<file path="src/rtl/pipe_hazard_ctrl_pkg.sv">
// Shared CPU opcodes, sequencing-controller state encoding and register-port
// source helpers used by the hazard controller.
package pipe_hazard_ctrl_pkg;

  typedef enum logic [3:0] {
    OP_ADD  = 4'h0,
    OP_SUB  = 4'h1,
    OP_AND  = 4'h2,
    OP_OR   = 4'h3,
    OP_XOR  = 4'h4,
    OP_SLL  = 4'h5,
    OP_SRL  = 4'h6,
    OP_ADDI = 4'h7,
    OP_LW   = 4'h8,
    OP_SW   = 4'h9,
    OP_BEQ  = 4'hA,
    OP_BNE  = 4'hB,
    OP_JMP  = 4'hC,
    OP_CALL = 4'hD,
    OP_RET  = 4'hE,
    OP_HLT  = 4'hF
  } opcode_t;

  typedef enum logic [1:0] {
    ST_RUN,
    ST_RET_WAIT,
    ST_DRAIN,
    ST_HALTED
  } ctrl_state_t;

  localparam logic [3:0] SP_REG           = 4'hE;
  localparam int         RET_TIMEOUT_DEF  = 8;
  localparam int         DRAIN_CYCLES_DEF = 3;

  // Loads and stores address memory through SP on port0 instead of rs.
  function automatic logic [3:0] port0_src(input logic load_store, input logic [3:0] rs);
    return load_store ? SP_REG : rs;
  endfunction

  function automatic logic [3:0] port1_src(input logic read_rd, input logic [3:0] rt,
                                           input logic [3:0] rd);
    return read_rd ? rd : rt;
  endfunction

endpackage

</file>
<file path="src/rtl/pipe_hazard_ctrl_load_use_detect.sv">
// Combinational load-use detector: resolves which registers the ID instruction
// actually reads and compares them against the destination of a load in EX.
module load_use_detect
  import pipe_hazard_ctrl_pkg::*;
(
  input  logic       i_id_r0_used,
  input  logic       i_id_r1_used,
  input  logic [3:0] i_id_rs,
  input  logic [3:0] i_id_rt,
  input  logic [3:0] i_id_rd,
  input  logic       i_id_read_rd,
  input  logic       i_id_load_store,
  input  logic       i_ex_mem_read,
  input  logic [3:0] i_ex_rd,
  output logic       o_load_use
);

  logic [3:0] w_p0_src;
  logic [3:0] w_p1_src;
  logic       w_p0_hit;
  logic       w_p1_hit;

  assign w_p0_src   = port0_src(i_id_load_store, i_id_rs);
  assign w_p1_src   = port1_src(i_id_read_rd, i_id_rt, i_id_rd);
  assign w_p0_hit   = i_id_r0_used && (i_ex_rd == w_p0_src);
  assign w_p1_hit   = i_id_r1_used && (i_ex_rd == w_p1_src);
  assign o_load_use = i_ex_mem_read && (w_p0_hit || w_p1_hit);

endmodule

</file>
<file path="src/rtl/pipe_hazard_ctrl.sv">
// Pipeline sequencing controller: combinational stall/flush decisions plus a
// registered FSM that sequences RET waits and HLT drains.
module pipe_hazard_ctrl
  import pipe_hazard_ctrl_pkg::*;
#(
  parameter int RET_TIMEOUT  = RET_TIMEOUT_DEF,
  parameter int DRAIN_CYCLES = DRAIN_CYCLES_DEF
) (
  input  logic       i_clk,
  input  logic       i_rst_n,
  input  logic [3:0] i_id_op,
  input  logic [3:0] i_id_rs,
  input  logic [3:0] i_id_rt,
  input  logic [3:0] i_id_rd,
  input  logic       i_id_r0_used,
  input  logic       i_id_r1_used,
  input  logic       i_id_read_rd,
  input  logic       i_id_load_store,
  input  logic       i_ex_mem_read,
  input  logic [3:0] i_ex_rd,
  input  logic       i_mem_branch_taken,
  input  logic       i_ret_done,
  output logic       o_pc_we,
  output logic       o_if_id_we,
  output logic       o_if_id_flush,
  output logic       o_id_ex_bubble,
  output logic       o_ex_mem_flush,
  output logic       o_halted,
  output logic       o_err
);

  localparam int RW = $clog2(RET_TIMEOUT + 1);
  localparam int DW = (DRAIN_CYCLES > 1) ? $clog2(DRAIN_CYCLES) : 1;

  localparam logic [RW-1:0] RET_LAST   = RW'(RET_TIMEOUT - 1);
  localparam logic [RW-1:0] RET_SAT    = RW'(RET_TIMEOUT);
  localparam logic [DW-1:0] DRAIN_LOAD = DW'(DRAIN_CYCLES - 1);

  ctrl_state_t   r_state;
  logic [RW-1:0] r_ret_cnt;
  logic [DW-1:0] r_drain_cnt;
  logic          r_halted;
  logic          r_err;

  opcode_t w_op;
  logic    w_load_use;

  assign w_op = opcode_t'(i_id_op);

  load_use_detect u_load_use (
    .i_id_r0_used    (i_id_r0_used),
    .i_id_r1_used    (i_id_r1_used),
    .i_id_rs         (i_id_rs),
    .i_id_rt         (i_id_rt),
    .i_id_rd         (i_id_rd),
    .i_id_read_rd    (i_id_read_rd),
    .i_id_load_store (i_id_load_store),
    .i_ex_mem_read   (i_ex_mem_read),
    .i_ex_rd         (i_ex_rd),
    .o_load_use      (w_load_use)
  );

  // A taken branch outranks every state action so it can kill a younger RET or HLT.
  always_ff @(posedge i_clk or negedge i_rst_n) begin
    if (!i_rst_n) begin
      r_state     <= ST_RUN;
      r_ret_cnt   <= '0;
      r_drain_cnt <= '0;
      r_halted    <= 1'b0;
      r_err       <= 1'b0;
    end else if (r_state != ST_HALTED) begin
      if (i_mem_branch_taken) begin
        r_state     <= ST_RUN;
        r_ret_cnt   <= '0;
        r_drain_cnt <= '0;
      end else begin
        case (r_state)
          ST_RUN: begin
            if (!w_load_use && (w_op == OP_RET)) begin
              r_state   <= ST_RET_WAIT;
              r_ret_cnt <= '0;
            end else if (!w_load_use && (w_op == OP_HLT)) begin
              r_state     <= ST_DRAIN;
              r_drain_cnt <= DRAIN_LOAD;
            end
          end
          ST_RET_WAIT: begin
            if (i_ret_done) begin
              r_state   <= ST_RUN;
              r_ret_cnt <= '0;
            end else if (r_ret_cnt == RET_LAST) begin
              r_state   <= ST_RUN;
              r_ret_cnt <= '0;
              r_err     <= 1'b1;
            end else if (r_ret_cnt != RET_SAT) begin
              r_ret_cnt <= r_ret_cnt + 1'b1;
            end
          end
          ST_DRAIN: begin
            if (r_drain_cnt == '0) begin
              r_state  <= ST_HALTED;
              r_halted <= 1'b1;
            end else begin
              r_drain_cnt <= r_drain_cnt - 1'b1;
            end
          end
          default: r_state <= ST_RUN;
        endcase
      end
    end
  end

  always_comb begin
    o_pc_we        = 1'b1;
    o_if_id_we     = 1'b1;
    o_if_id_flush  = 1'b0;
    o_id_ex_bubble = 1'b0;
    o_ex_mem_flush = 1'b0;
    if (r_state == ST_HALTED) begin
      o_pc_we        = 1'b0;
      o_if_id_we     = 1'b0;
      o_id_ex_bubble = 1'b1;
    end else if (i_mem_branch_taken) begin
      o_if_id_flush  = 1'b1;
      o_id_ex_bubble = 1'b1;
      o_ex_mem_flush = 1'b1;
    end else begin
      case (r_state)
        ST_RET_WAIT: begin
          o_pc_we        = i_ret_done;
          o_if_id_flush  = 1'b1;
          o_id_ex_bubble = 1'b1;
        end
        ST_DRAIN: begin
          o_pc_we        = 1'b0;
          o_if_id_we     = 1'b0;
          o_id_ex_bubble = 1'b1;
        end
        default: begin
          if (w_load_use || (w_op == OP_HLT)) begin
            o_pc_we        = 1'b0;
            o_if_id_we     = 1'b0;
            o_id_ex_bubble = 1'b1;
          end else if (w_op == OP_RET) begin
            o_pc_we       = 1'b0;
            o_if_id_flush = 1'b1;
          end else if (w_op == OP_CALL) begin
            o_if_id_flush = 1'b1;
          end
        end
      endcase
    end
  end

  assign o_halted = r_halted;
  assign o_err    = r_err;

endmodule

</file>
<file path="config.mk">
export PLATFORM = sky130hd
export DESIGN_NAME = pipe_hazard_ctrl
export DESIGN_NICKNAME = d
export VERILOG_FILES = /design/src/rtl/pipe_hazard_ctrl_pkg.sv /design/src/rtl/pipe_hazard_ctrl_load_use_detect.sv /design/src/rtl/pipe_hazard_ctrl.sv
export SDC_FILE = /design/constraint.sdc
export NUM_CORES = 1
export LEC_CHECK = 0
export ABC_CLOCK_PERIOD_IN_PS = 5100
export CORE_ASPECT_RATIO = 0.9
export CORE_MARGIN = 2
export CORE_UTILIZATION = 45
export CTS_BUF_LIST = sky130_fd_sc_hd__clkbuf_2 sky130_fd_sc_hd__clkbuf_4 sky130_fd_sc_hd__clkbuf_8
export DETAILED_ROUTE_END_ITERATION = 6
export HOLD_SLACK_MARGIN = 0.12
export PLACE_DENSITY_LB_ADDON = 0.15
export SYNTH_ARGS = -nofsm -noshare
export SYNTH_HDL_FRONTEND = slang
export SYNTH_SLANG_ARGS = --single-unit
</file>
<file path="constraint.sdc">
create_clock -name i_clk -period 5.1 [get_ports i_clk]
set_input_delay 1.53 -clock i_clk [delete_from_list [all_inputs] [get_ports i_clk]]
set_output_delay 1.53 -clock i_clk [all_outputs]
set_load 0.05 [all_outputs]
</file>
==> run summary, run 1 <==
setup TNS -> 0 ps
Die Area -> 0.00290 mm^2
Antenna diodes -> 0
io pins -> 36
Achievable Freq -> 197 MHz
clock-pin slew of the registers on the worst-case setup and hold paths -> 70 ps
crit path kind -> input pin to output port
final setup margin -> 33.8 ps
worst endpoint required time -> 3570 ps
TritonCTS clock tree -> yes
GR Overflow Total -> 0
commonest non-fill, non-tap cells in the layout -> clkdlybuf4s50_1, buf_4, inv_1, dfrtp_1, nand2_1
number of remaining DRC errors -> 0
CP max-delay cell -> clkdlybuf4s50_1
final core utilization -> 0.651
wire per inst -> 15.4 um
total iterations of the first detailed-routing run -> 4
WP data arrival -> 3540 ps
commonest non-fill, non-tap cell in the layout -> clkdlybuf4s50_1
Post-DP Area -> 0.00151 mm^2
design area -> 0.00156 mm^2
critical path's largest stage delay -> 520 ps
Final Setup Violations -> 0
Clock Skew -> 13.2 ps
# port buffers -> 35
crit start category -> input pin
asr flop ratio synth -> 1.00
1st-iter DRT viols -> 28
Non-Filler Instances -> 197
Syn-to-layout area delta -> 40.0%
largest net degree at the start of global routing -> 14
std cell rows -> 17
Synthesized Nets -> 165
dpl hpwl -> 2390 um
Final period util -> 0.993
share of cells above drive strength 1 -> 0.183
worst path buffer plus inverter count -> 3
Clk Latency, worst-skew pair -> 280 ps
Num Clock Sinks -> 10
placed insts -> 192
Tot GR Track Use -> 0.235
Crit. End Element -> output port
root buf cell -> clkbuf_4
Max Cap Violations -> 0
sequential share of the synthesized area -> 0.224
Clock Path Buffers -> 2
first-pass GRT wire length -> 5350 um
H-tree depth -> 1
Cell variety after synth -> 53
Layout fillers -> 204
mapped cell area -> 0.00112 mm^2
Vias per Instance -> 5.86
Final Wtd Congestion -> 0.882
Syn Inst Count -> 129
Initial Util -> 0.465
leakage -> 0.690 nW
minimum clock period -> 5070 ps
status -> completed
die height -> 51.3 um
CTS Hold Buffers Added -> 0
Ys Warns -> 0
syn avg cell area -> 8.66 um^2
Most common cell on crit path -> buf_4
drt total wl -> 3030 um
post-place setup slack -> 12.1 ps
min-delay worst type -> flip-flop to flip-flop
Vias -> 1154
Power Total -> 0.569 mW
Die W -> 56.5 um
CP top delay family -> buffers and inverters
CTS buffer count -> 3
Max IR drop VDD -> 327 uV
Final Slew Violations -> 0
Final Hold Viols -> 0
Critical Path, Cell by Cell -> clkdlybuf4s50_1 -> buf_4 -> mux2i_1 -> xnor2_1 -> nor4_4 -> a21o_1 -> and2_4 -> o22ai_1 -> buf_4
relative slew slack -> 0.676
Max FO, Critical Path -> 4
Post-synth EDFFs -> 0
Yosys reg bits -> 10
DRT antenna net count -> 0
fin nets -> 206
initial antenna violation count -> 0
worst slew pin tran -> 485 ps
hold slack -> 476 ps
vias in the first global route -> 1209
Top FF cell, synth -> dfrtp_1
pwr dens -> 364 mW/mm^2
core region area -> 0.00240 mm^2
-- area by class of cell --
type	count	area [um^2]	share of cell area
Tap cell	28	35.0	0.0224
Inverter	11	41.3	0.0264
Clock buffer	4	36.3	0.0232
Multi-Input combinational cell	102	798	0.510
Timing Repair Buffer	42	403	0.258
Sequential cell	10	250	0.160
-- power breakdown --
group	total, mW	switching [mW]	internal, mW
Clock	0.0776	0.0341	0.0434
Sequential	0.105	0.0123	0.0926
Combinational	0.387	0.239	0.147
-- routing by layer --
layer	share of wire	track usage	vias to the layer above
met5	0	0	-
met3	0.045	0.0582	4
met2	0.50	0.407	39
met1	0.45	0.294	546
met4	0.0083	0.0516	0
li1	-	-	565
-- worst reg2reg max path: stages (launching register included) --
cell	delay [ps]
dfrtp_1	410
inv_1	110
ha_1	290
inv_2	90
or3_1	430
or2_0	270
a211oi_2	260
o21ai_1	150
mux2_2	280
-- registers in the layout, indices dropped and copies added (netlist names) --
name         flops
o_err            1
r_ret_cnt        4
r_state          2
o_halted         1
r_drain_cnt      2
-- final timing paths --
kind                             endpoint         start  slack (ps)  cells past startpoint
min in group asynchronous           o_err       i_rst_n        1560                      1
min reg2reg                      o_halted      o_halted         480                      1
max reg2reg                  r_ret_cnt[0]    r_state[0]        2690                      8
max in group asynchronous  r_drain_cnt[0]       i_rst_n        3200                      1
min                              o_halted      o_halted         480                      1
max                               o_pc_we  i_id_read_rd          30                      9
-- synth_stat cells (3+ instances only) --
cell type | n | area [um^2]
a21oi_1 | 5 | 25.0
o22ai_1 | 5 | 31.3
nand4_1 | 4 | 25.0
mux2_2 | 3 | 33.8
nand2_1 | 9 | 33.8
mux2i_1 | 4 | 40.0
nor3_1 | 4 | 20.0
inv_1 | 10 | 37.5
ha_1 | 7 | 87.6
xnor2_1 | 3 | 26.3
xor2_1 | 3 | 26.3
nor2_1 | 8 | 30.0
nor2b_1 | 3 | 18.8
dfrtp_1 | 10 | 250
-- cell families after synthesis --
| group | after synthesis | share of synthesized area |
|---|---|---|
| AO/OA/AOI/OAI | 37 | 0.275 |
| AND/OR/NAND/NOR | 44 | 0.217 |
| flip-flops | 10 | 0.224 |
| XOR/XNOR | 6 | 0.0470 |
| multiplexers | 8 | 0.0862 |
| buffers and inverters | 17 | 0.0717 |
| adder cells (fa/ha/maj) | 7 | 0.0784 |
-- repair_timing --
action | in CTS | in global routing
setup buffers | 0 | 1
cloned | 0 | 0
setup endpoints to repair | 1 | 3
resized for setup | 1 | 1
Note: power is estimated with default switching activity, not from simulation.
==> run 2: changes to the inputs <==
- CAP_MARGIN: not set -> 15
==> results of run 2 <==
The final DEF is identical to that of run 1; final timing and power are the same.
==> run 3: changes to the inputs <==
- ABC_CLOCK_PERIOD_IN_PS: 5100 -> 6000
- clock period: 5.1 -> 6 ns (I/O delays scaled with it)
==> run 3 against run 2 <==
Final area is 3.4% lower; die area unchanged; clock skew is 0.54 ps higher; via count is 4.6% lower; non-clock buffer count shrank 6; power decreased by 17%; register-to-register slack gained 980 ps; sequential cell count unchanged; sequential share of layout area grew 0.57 points; critical path type unchanged; largest power group unchanged.
==> run summary, run 3 (synthesis results as in run 1) <==
Comb pwr share -> 0.675 (-0.004)
GR Overflow Total -> 0 (unchanged)
Clock Power Share -> 0.134 (-0.002)
Die Area -> 0.00290 mm^2 (unchanged)
placed insts -> 187 (-2.6%)
Final period util -> 0.966
Top Registers -> r_ret_cnt (4), r_drain_cnt (2), r_state (2)
DRT antenna net count -> 0 (unchanged)
relative slew slack -> 0.670 (-0.00561)
Die W -> 56.5 um (unchanged)
TritonCTS clock tree -> yes
# port buffers -> 35 (unchanged)
multi-input logic area -> 787 um^2 (-1.4%)
commonest non-fill, non-tap cell in the layout -> clkdlybuf4s50_1
Final Hold Viols -> 0 (unchanged)
first-pass GRT wire length -> 4860 um (-9.2%)
die height -> 51.3 um (unchanged)
Num Clock Sinks -> 10 (unchanged)
minimum clock period -> 5800 ps
vias in the first global route -> 1100 (-9.0%)
pwr dens -> 312 mW/mm^2 (-14%)
Clk Latency, worst-skew pair -> 280 ps (about the same)
Final Wtd Congestion -> 0.934 (+5.8%)
max reg flops -> 4 (unchanged)
flip-flop and latch area -> 250 um^2 (unchanged)
GR Util met1 -> 0.282 (-0.0116)
Non-Filler Instances -> 191 (-3.0%)
Max Cap Violations -> 0 (unchanged)
H-tree depth -> 1 (unchanged)
dpl hpwl -> 2330 um (-2.7%)
hold depth -> 2 (+1)
Vias -> 1101 (-4.6%)
FF-to-FF Start -> r_state[0]
largest net degree at the start of global routing -> 14 (unchanged)
post-place setup slack -> 188 ps (+176 ps)
crit start category -> input pin
met2 Usage GRT -> 0.357 (-0.0504)
leakage -> 0.654 nW (-5.1%)
final setup margin -> 205 ps (+171 ps)
Vias per Instance -> 5.76 (-1.6%)
HP Start -> o_err
Achievable Freq -> 173 MHz
clock-pin slew of the registers on the worst-case setup and hold paths -> 80 ps (about the same)
Max IR drop VDD -> 331 uV (+1.1%)
fin nets -> 200 (-2.9%)
setup TNS -> 0 ps (unchanged)
Clock Skew -> 13.8 ps (+0.543 ps)
Clock Path Buffers -> 2 (unchanged)
share of cells above drive strength 1 -> 0.141 (-0.0423)
Psw -> 0.232 mW (-19%)
GRT busiest layer -> met2
Antenna diodes -> 0 (unchanged)
root buf cell -> clkbuf_4
worst endpoint required time -> 4200 ps (+630 ps)
WP data arrival -> 4000 ps (+460 ps)
Tot GR Track Use -> 0.214 (-0.0209)
initial antenna violation count -> 0 (unchanged)
drt total wl -> 2790 um (-7.9%)
Layout fillers -> 207 (+1.5%)
Final Slew Violations -> 0 (unchanged)
reg2reg setup slack -> 3670 ps (+980 ps)
crit path kind -> input pin to output port
io pins -> 36 (unchanged)
status -> completed
worst slew pin tran -> 493 ps (+8.38 ps)
R2R Path End -> r_ret_cnt[0]
r2r worst-path depth -> 8 (unchanged)
Max FO, Critical Path -> 4 (unchanged)
std cell rows -> 17 (unchanged)
final core utilization -> 0.628 (-0.0224)
Syn-to-layout area delta -> 35.2%
Hold Path Sink -> o_err
post-CTS setup buffers -> 0 (unchanged)
Initial Util -> 0.465 (unchanged)
wire per inst -> 14.6 um (-5.0%)
commonest non-fill, non-tap cells in the layout -> clkdlybuf4s50_1, inv_1, dfrtp_1
CTS Hold Buffers Added -> 0 (unchanged)
core region area -> 0.00240 mm^2 (unchanged)
CTS buffer count -> 3 (unchanged)
1st-iter DRT viols -> 40 (+43%)
min-delay worst type -> flip-flop to flip-flop
sequential share of power -> 0.191 (+0.007)
# resized after CTS -> 0 (-1)
cell internal pwr -> 0.238 mW (-16%)
met3 Use GR -> 0.0557 (-0.00253)
RSZ-0062 raised after global routing -> no
total iterations of the first detailed-routing run -> 4 (unchanged)
Final Setup Violations -> 0 (unchanged)
largest register by flop count -> r_ret_cnt
switching portion of total power -> 0.494 (-0.00865)
number of remaining DRC errors -> 0 (unchanged)
Crit. End Element -> output port
run 3: worst max-delay path by stage:
| stage | from | to | slack [ps] |
|---|---|---|---|
| 3_5_place_dp | i_id_read_rd | o_if_id_flush | 190 |
| 5_1_grt | i_id_read_rd | o_if_id_we | 50 |
| 3_3_place_gp | i_id_read_rd | o_pc_we | 280 |
| 6_report | i_id_read_rd | o_if_id_flush | 200 |
| 2_1_floorplan | i_id_read_rd | o_if_id_flush | 620 |
| 4_1_cts | i_id_read_rd | o_pc_we | 190 |
run 3: metal layers:
layer	up-vias	wire length, um
met5	-	0
met2	38	1310
met3	0	185
met1	515	1290
li1	548	-
met4	0	0
run 3: metrics by stage:
stage                     power [mW]  instance area [um^2]  hold WS [ps]
final                          0.471                  1510           465
after global routing           0.506                  1510           503
after CTS                      0.470                  1510           474
after detailed placement       0.406                  1470           455
after global placement         0.400                  1470           455
after floorplan                0.309                  1120           471
run 3: worst max-delay path, cell delays in order:
cell and delay, ps:
clkdlybuf4s50_1 630, mux2i_1 260, mux2_2 360, nor4_2 220, a21o_1 190, and2_1 220
o22ai_1 90, buf_4 210
run 3: layout make-up:
class	instances	share of cell area
tap	28	0.0232
timing repair buffer	36	0.239
clock buffer	4	0.0240
sequential	10	0.166
inverter	11	0.0273
multi-input combinational	102	0.521
run 3: power groups by stage:
stage / Combinational, mW / Sequential [mW] / Clock (mW)
after detailed placement: 0.315 / 0.0906 / 0
after CTS: 0.316 / 0.0896 / 0.0646
after global routing: 0.347 / 0.0916 / 0.0676
after floorplan: 0.219 / 0.0892 / 0
final: 0.318 / 0.0900 / 0.0629
after global placement: 0.311 / 0.0899 / 0
